## config.mk

```make
export PLATFORM = sky130hd
export DESIGN_NAME = rsa_operand_loader
export DESIGN_NICKNAME = d
export VERILOG_FILES = /design/src/rtl/rsa_pkg.sv /design/src/rtl/sync_edge_detect.sv /design/src/rtl/rsa_operand_loader.sv
export SDC_FILE = /design/constraint.sdc
export NUM_CORES = 1
export LEC_CHECK = 0
export ABC_AREA = 1
export BUFFER_PORTS_ARGS = -buffer_cell sky130_fd_sc_hd__buf_2
export CAP_MARGIN = 20
export CORE_ASPECT_RATIO = 1.75
export CORE_MARGIN = 2
export CORE_UTILIZATION = 56
export DETAILED_ROUTE_END_ITERATION = 12
export HOLD_SLACK_MARGIN = 0.05
export PLACE_DENSITY = 0.83
export SLEW_MARGIN = 0
export SYNTH_ARGS = -nofsm -noshare
export SYNTH_HDL_FRONTEND = slang
export SYNTH_SLANG_ARGS = --single-unit
export TNS_END_PERCENT = 5
```

## constraint.sdc

```tcl
create_clock -name clk -period 2.63 [get_ports clk]
set_input_delay 0.526 -clock clk [delete_from_list [all_inputs] [get_ports clk]]
set_output_delay 0.526 -clock clk [all_outputs]
set_load 0.005 [all_outputs]
```

## src/rtl/rsa_pkg.sv

```systemverilog
// Shared definitions for the rsa_unit operand loader: FSM states and operand addresses.
package rsa_pkg;

  typedef enum logic [1:0] {
    IDLE = 2'd0,
    RUN  = 2'd1,
    DONE = 2'd2
  } state_t;

  localparam logic [1:0] SEL_P     = 2'd0;
  localparam logic [1:0] SEL_E     = 2'd1;
  localparam logic [1:0] SEL_M     = 2'd2;
  localparam logic [1:0] SEL_CONST = 2'd3;

  localparam int DEFAULT_WIDTH = 8;

endpackage

```

## src/rtl/sync_edge_detect.sv

```systemverilog
// Two-flop synchronizer for a pad-level signal with a one-cycle rising-edge pulse.
module sync_edge_detect (
  input  logic clk,
  input  logic rst_n,
  input  logic level,
  output logic rise
);

  logic sync1, sync2, hist;

  always_ff @(posedge clk or negedge rst_n) begin
    if (!rst_n) begin
      sync1 <= 1'b0;
      sync2 <= 1'b0;
      hist  <= 1'b0;
    end else begin
      sync1 <= level;
      sync2 <= sync1;
      hist  <= sync2;
    end
  end

  assign rise = sync2 & ~hist;

endmodule

```

## src/rtl/rsa_operand_loader.sv

```systemverilog
// Sequenced operand capture for rsa_unit: loads P/E/M/Const from a shared bus,
// launches the core, waits for end-of-conversion and holds the result.
module rsa_operand_loader
  import rsa_pkg::*;
#(
  parameter int WIDTH          = DEFAULT_WIDTH,
  parameter int TIMEOUT_CYCLES = 1023
) (
  input  logic             clk,
  input  logic             rst_n,
  input  logic             en,
  input  logic [WIDTH-1:0] data_in,
  input  logic [1:0]       sel,
  input  logic             wr_strobe,
  input  logic             start_req,
  input  logic             rsa_eoc,
  input  logic [WIDTH-1:0] rsa_c,
  output logic [WIDTH-1:0] op_p,
  output logic [WIDTH-1:0] op_e,
  output logic [WIDTH-1:0] op_m,
  output logic [WIDTH-1:0] op_const,
  output logic             rsa_en,
  output logic [WIDTH-1:0] result,
  output logic             result_valid,
  output logic             busy,
  output logic             err
);

  localparam int TW = (TIMEOUT_CYCLES > 0) ? $clog2(TIMEOUT_CYCLES + 1) : 1;
  localparam logic [TW-1:0] T_LAST = TW'((TIMEOUT_CYCLES > 0) ? TIMEOUT_CYCLES - 1 : 0);
  localparam logic [TW-1:0] T_MAX  = TW'(TIMEOUT_CYCLES);

  state_t                 state, state_next;
  logic [3:0][WIDTH-1:0]  ops;
  logic [3:0]             mask, mask_next, wr_bit;
  logic [TW-1:0]          tcnt;
  logic                   eoc_hist;
  logic                   err_next;
  logic                   wr_pulse, start_pulse;
  logic                   wr_ev, start_ev, wr_ok, start_ok;
  logic                   in_run, eoc_rise, timeout_hit;

  sync_edge_detect u_wr_sync (
    .clk   (clk),
    .rst_n (rst_n),
    .level (wr_strobe),
    .rise  (wr_pulse)
  );

  sync_edge_detect u_start_sync (
    .clk   (clk),
    .rst_n (rst_n),
    .level (start_req),
    .rise  (start_pulse)
  );

  // A write in the same cycle as a start counts toward the start's mask check.
  always_comb begin
    in_run      = (state == RUN);
    wr_ev       = wr_pulse & en;
    start_ev    = start_pulse & en;
    wr_ok       = wr_ev & ~in_run;
    wr_bit      = wr_ok ? (4'b0001 << sel) : '0;
    mask_next   = mask | wr_bit;
    start_ok    = start_ev & ~in_run & (mask_next == 4'b1111);
    eoc_rise    = rsa_eoc & ~eoc_hist;
    timeout_hit = (TIMEOUT_CYCLES > 0) && in_run && (tcnt == T_LAST);
  end

  always_comb begin
    state_next = state;
    err_next   = err;
    if (!en) begin
      state_next = IDLE;
    end else begin
      case (state)
        IDLE:    if (start_ok) state_next = RUN;
        RUN: begin
          if (eoc_rise)         state_next = DONE;
          else if (timeout_hit) state_next = IDLE;
        end
        DONE: begin
          if (start_ok)   state_next = RUN;
          else if (wr_ok) state_next = IDLE;
        end
        default: state_next = IDLE;
      endcase
    end
    // Any start that is not accepted is an error, whatever the state.
    if (start_ok)
      err_next = 1'b0;
    else if ((wr_ev & in_run) | start_ev | (en & timeout_hit & ~eoc_rise))
      err_next = 1'b1;
  end

  always_ff @(posedge clk or negedge rst_n) begin
    if (!rst_n) state <= IDLE;
    else        state <= state_next;
  end

  always_ff @(posedge clk or negedge rst_n) begin
    if (!rst_n) begin
      ops      <= '0;
      mask     <= '0;
      result   <= '0;
      err      <= 1'b0;
      tcnt     <= '0;
      eoc_hist <= 1'b0;
    end else begin
      eoc_hist <= rsa_eoc;
      mask     <= mask_next;
      err      <= err_next;
      if (wr_ok)
        ops[sel] <= data_in;
      if (en && in_run && eoc_rise)
        result <= rsa_c;
      if (start_ok)
        tcnt <= '0;
      else if (in_run && tcnt != T_MAX)
        tcnt <= tcnt + TW'(1);
    end
  end

  assign busy         = in_run;
  assign rsa_en       = in_run;
  assign result_valid = (state == DONE);
  assign op_p         = ops[SEL_P];
  assign op_e         = ops[SEL_E];
  assign op_m         = ops[SEL_M];
  assign op_const     = ops[SEL_CONST];

endmodule

```

; ---- Word-level counts from Yosys, hierarchy flattened
; Cells that the tools add are included.
[op_classes]
n_addsub = 1
n_mul = 0
div_mod_pow = 0
magnitude_cmp = 2
eq_ne = 8
shifts = 1
muxes = 15
n_bitwise = 19
reduce_logical = 9
[ops]
columns = operator, count
row1 = 32-bit bitwise mux, 1
row2 = 10-bit two-way mux, 2
row3 = 8-bit demux with 2-bit select, 1
row4 = 2-bit two-way mux, 6
row5 = 1-bit bitwise AND, 11
row6 = "10-bit by 1-bit adder with 10-bit output, second input constant", 1
row7 = "10-bit equality test, second input constant", 1
row8 = "10-bit != test, second input constant", 1
row9 = 8-bit two-way mux, 1
row10 = "4-bit by 2-bit != test with 1-bit output, second input constant", 2
row11 = 2-bit case mux with 3 select lines, 1
row12 = 1-bit logical AND, 5
row13 = 1-bit NOT, 5
row14 = "4-bit equality test, second input constant", 1
row15 = 4-bit two-way mux, 1
row16 = 4-bit OR, 1
row17 = 2-bit nonzero test, 2
row18 = "1-bit by 2-bit << shifter with 4-bit output, first input constant", 1
row19 = "2-bit by 3-bit less-than comparator with 1-bit output, second input constant", 1
row20 = "3-bit != test, second input constant", 1
row21 = 3-bit AND reduction, 1
row22 = "2-bit by 1-bit equality test with 1-bit output, second input constant", 1
row23 = "2-bit equality test, second input constant", 1
row24 = "2-bit by 1-bit >= comparator with 1-bit output, second input constant", 1
row25 = 3 further kinds, 5
[totals]
ff_bits = 64
latch_bits = 0
ram_bits = 0
rom_bits = 0
out_inout_bits = 44
memories = 0

; ---- Longest topological paths before layout
[depth]
word_depth = 11
mapped_depth = 10
mapped_depth_nobuf = 10

; ---- Cells and area by module
; A second synthesis with hierarchy kept.
[hier_totals]
cells_unflattened = 310
area_unflattened_um2 = 2842.7
[modules_own_cells]
columns = module, instances, cells_per_inst, area_each_um2
row1 = rsa_operand_loader, 1, 300, 2672.6
row2 = sync_edge_detect, 2, 5, 85.1

; ---- Least setup slack after synthesis
; Ideal clock, no wire load.
[synth_path]
path_type = input to register
start = in en
end = reg state[0]
setup_ns = 0.075
t_arrival_ns = 1.431
t_required_ns = 2.555
setup_slack_ns = 1.124
stages = 9
path_buffers = 1
path_cell_list = nand2_2 > nor2_8 > nand3_4 > nand2_4 > nand3_2 > nor2_2 > buf_6 > nor2_4 > o21bai_4
[synth_via]
elab_chain_cells = 9
word_cells_on_any_way = 15
cone_classes = 4 x eq/ne / 4 x mux / 6 x bitwise / 1 x reduce/logical
[synth_rtl]
columns = element, line
row1 = "start, declared", rsa_operand_loader.sv:11  ; input logic en,
row2 = 1-bit bitwise AND (*), rsa_operand_loader.sv:60  ; wr_ev = wr_pulse & en;
row3 = 1-bit bitwise AND (*), rsa_operand_loader.sv:62  ; wr_ok = wr_ev & ~in_run;
row4 = 4-bit two-way mux (*), rsa_operand_loader.sv:63  ; wr_bit = wr_ok ? (4'b0001 << sel) : '0;
row5 = 4-bit OR (*), rsa_operand_loader.sv:64  ; mask_next = mask | wr_bit;
row6 = via mask_next[3], rsa_operand_loader.sv:35  ; logic [3:0] mask, mask_next, wr_bit;
row7 = 4-bit equality test (*), rsa_operand_loader.sv:65  ; start_ok = start_ev & ~in_run & (mask_next == 4'b1111);
row8 = 1-bit bitwise AND (*), rsa_operand_loader.sv:65
row9 = 2-bit two-way mux, rsa_operand_loader.sv:83  ; if (start_ok) state_next = RUN;
row10 = 2-bit case mux with 3 select lines, rsa_operand_loader.sv:76  ; case (state)
row11 = 2-bit two-way mux, rsa_operand_loader.sv:73  ; if (!en) begin
row12 = "end signal, assigned", rsa_operand_loader.sv:98  ; else state <= state_next;
row13 = "end, declared", rsa_operand_loader.sv:33  ; state_t state, state_next;
; Mark *: on every way through the listed nets, which the timed path passes. The rest lies on a longest branch.
; A chain may end at the register's enable or synchronous reset.

; ---- Worst setup path after layout
[layout_path]
start = reg state[1]
end = reg result[5]
[layout_via]
elab_chain_cells = 3
[layout_rtl]
columns = element, line
row1 = 2-bit by 1-bit equality test with 1-bit output, rsa_operand_loader.sv:59  ; in_run = (state == RUN);
row2 = 1-bit logical AND (2 in a row), rsa_operand_loader.sv:115  ; if (en && in_run && eoc_rise)
row3 = "end signal, assigned", rsa_operand_loader.sv:116  ; result <= rsa_c;
row4 = "end, declared", rsa_operand_loader.sv:23  ; output logic [WIDTH-1:0] result,
; No other way between the ends.

==> out/metrics.csv <==
metric,value,unit
worst r2r dst,result[5],
CTS root buffer,clkbuf_8,
worst endpoint required time,2.86,ns
Max Root-Sink Buffers,2,
Vias/cell,5.09,
crit path max fanout,9,
Max Cap Viol,0,
Starting Density,57.8,%
syn avg cell area,9.50,um^2
initial antenna violation count,0,
Fin. Hold Viols,0,
Combinational Power Share,22.4,%
total congestion overflow,0,
Startpoint Class,register,
"Setup violations, final",0,
clock transition at the registers of the reported paths,0.07,ns
row cnt,33,
clk sink count,64,
largest net degree at the start of global routing,34,
R2R Path Start,state[1],
Yosys top cell area share,59.3,%
Reg power frac,48.5,%
Layout area overhead,21.9,%
I/O pin total,68,
final worst path period need,1.84,ns
Power per Cell Area,877,nW/um^2
"Seq/Total Area, Yosys",59.3,%
"reg-to-reg slack, setup",0.79,ns
input/output buffers,67,
Post-synth ARST share,100,%
Die ar.,5410,um^2
Post-DRT Antenna Nets,0,
ys flop type,dfrtp_1,
Die Wd,56.5,um
P_int,0.00199,W
DR vias,2113,
unrepaired setup endpoints after global routing,false,
Pins Over Slew Limit,0,
"area leader, netlist",dfrtp_1,
Crit Path Class,reg -> reg,
CTS tree,built,
Switch Pwr,0.000891,W
Final HPWL DP,4.24,mm
TritonCTS Buffers,9,
final RePlAce weighted congestion,0.853,
setup TNS,0,ns
antenna cells,0,
outcome,"complete, no violations",
number of library cell types mapped by synthesis,30,
Core ar.,4670,um^2
synthesized area,2700,um^2
#FFs+latches synth,64,
CP endpoint kind,register,
number of global-route vias before repair,1996,
worst hold path type,in -> async,
first-pass GRT wire length,9.55,mm
f_max,544,MHz
postcts setup bufs,0,
ratio of cells with drive above 1 in the final layout,28.4,%
Syn Inst Count,284,
VDD IR max,683,uV
GR Util All Layers,23.5,%
WP data arrival,2.07,ns
Final #Nets,384,
DR WL/cell,14.3,um
Post-Syn Nets,310,
synth top area cells,"dfrtp_1, nand2_1, o21ai_0",
Detailed Route WL,5.93,mm
Post-synth EDFFs,0,
worst skew pair latency,0.34,ns
R2R cell count,8,
FILL cells,353,
leakage power,1.80,nW
Slew headroom,52.7,%
DRC viols,0,
Die H,95.8,um
skew final,0.00852,ns
Net Sw Frac,30.9,%
H-Tree Depth,3,
1st-pass router iterations,4,
Ys Warns,0,
final hold slack,0.243,ns
hold buffers post-CTS,0,
post-CTS resize count,0,
initial DRC count,99,
measured slew at the worst slew-check pin,0.709,ns
fin crit share,69.9,%
Clk pwr share,29.1,%
-- state kept, by name (all words and copies together), names as in the netlist --
register	flops
tcnt	10
op_const	8
op_e	8
op_m	8
op_p	8
result	8
mask	4
state	2
eoc_hist	1
err	1
u_start_sync.hist	1
u_start_sync.sync1	1
u_start_sync.sync2	1
u_wr_sync.hist	1
u_wr_sync.sync1	1
u_wr_sync.sync2	1
-- how the worst max path moves through the flow --
stage / to / startpoint / cells after the start / slack, ns
after floorplan: state[0] / en / 9 / 1.12
after global routing: result[5] / state[1] / 8 / 0.57
after CTS: result[5] / state[1] / 8 / 0.77
final: result[5] / state[1] / 8 / 0.79
after detailed placement: state[1] / en / 11 / 0.66
after global placement: state[1] / en / 11 / 0.74
-- worst max-delay path, cell delays in order, from the launching register on --
cell	delay, ns
dfrtp_1	0.42
inv_2	0.09
nand2_4	0.11
inv_2	0.18
nand2_1	0.08
nor2_2	0.32
clkinv_1	0.34
nand2_1	0.14
nand2_1	0.05
-- power groups by stage --
stage / sequential, W / combinational [W] / clock (W)
5_1_grt: 0.00142 / 0.000737 / 0.000891
6_report: 0.00140 / 0.000647 / 0.000839
4_1_cts: 0.00139 / 0.000660 / 0.000851
2_1_floorplan: 0.00141 / 0.000306 / 0
3_5_place_dp: 0.00140 / 0.000655 / 0
3_3_place_gp: 0.00140 / 0.000631 / 0
-- synthesized netlist by cell type (2+ instances only) --
master / number
nor3_1: 3
a21oi_1: 2
nand3_4: 3
nor2_2: 2
inv_2: 2
nand2_2: 5
nand2_1: 84
nand2_4: 2
ha_1: 2
nand3_1: 3
clkbuf_1: 3
inv_1: 31
nor2_1: 20
xor2_1: 5
nand4_1: 4
dfrtp_1: 64
o21ai_0: 36
-- layout make-up --
type	instances	area (um^2)	area share, %
sequential	64	1600	48.7
clock buffer	11	141	4.30
multi-input combinational	180	935	28.4
clock inverter	5	56.3	1.71
tap	52	65.1	1.98
timing repair buffer	69	363	11.0
inverter	34	128	3.88
-- per-layer routing --
layer | GRT usage (%) | vias up | routed length, um
met2 | 37.4 | 84 | 3140
met1 | 29.9 | 975 | 2330
met3 | 4.17 | 11 | 310
li1 | - | 1043 | -
met5 | 0 | - | 0
met4 | 13.9 | 0 | 143
-- layout by cell type, fill, tap and decap left out, types with 2 or more instances in the layout --
| master | n |
|---|---|
| nand2_1 | 84 |
| buf_2 | 67 |
| dfrtp_1 | 64 |
| o21ai_0 | 36 |
| inv_1 | 31 |
| nor2_1 | 20 |
| clkbuf_8 | 10 |
| nand2_2 | 5 |
| xor2_1 | 5 |
| nand4_1 | 4 |
| nand3_4 | 3 |
| nand3_1 | 3 |
| nor3_1 | 3 |
| inv_2 | 2 |
| nand2_4 | 2 |
| nor2_2 | 2 |
| a21oi_1 | 2 |
| ha_1 | 2 |
| clkinv_2 | 2 |
-- cells by family (layout without fill, tap and decap cells) --
kind of cell	count (synthesis)	after routing	share of synthesized area, %
AO/OA/AOI/OAI	40	40	8.07
XOR/XNOR	6	6	1.95
adder cells (fa/ha/maj)	2	2	0.927
buffers and inverters	40	119	6.03
flip-flops	64	64	59.3
AND/OR/NAND/NOR	132	132	23.7
-- stage by stage --
stage	area [um^2]	utilization (%)	setup WS, ns	cells	power, W
2_1_floorplan	2700	-	1.12	284	0.00172
3_3_place_gp	3090	66.3	0.743	399	0.00203
3_5_place_dp	3090	66.3	0.656	399	0.00206
4_1_cts	3290	70.5	0.774	415	0.00291
5_1_grt	3290	70.5	0.570	415	0.00305
6_report	3290	70.5	0.792	415	0.00288
Power figures use the tool's default switching activity.
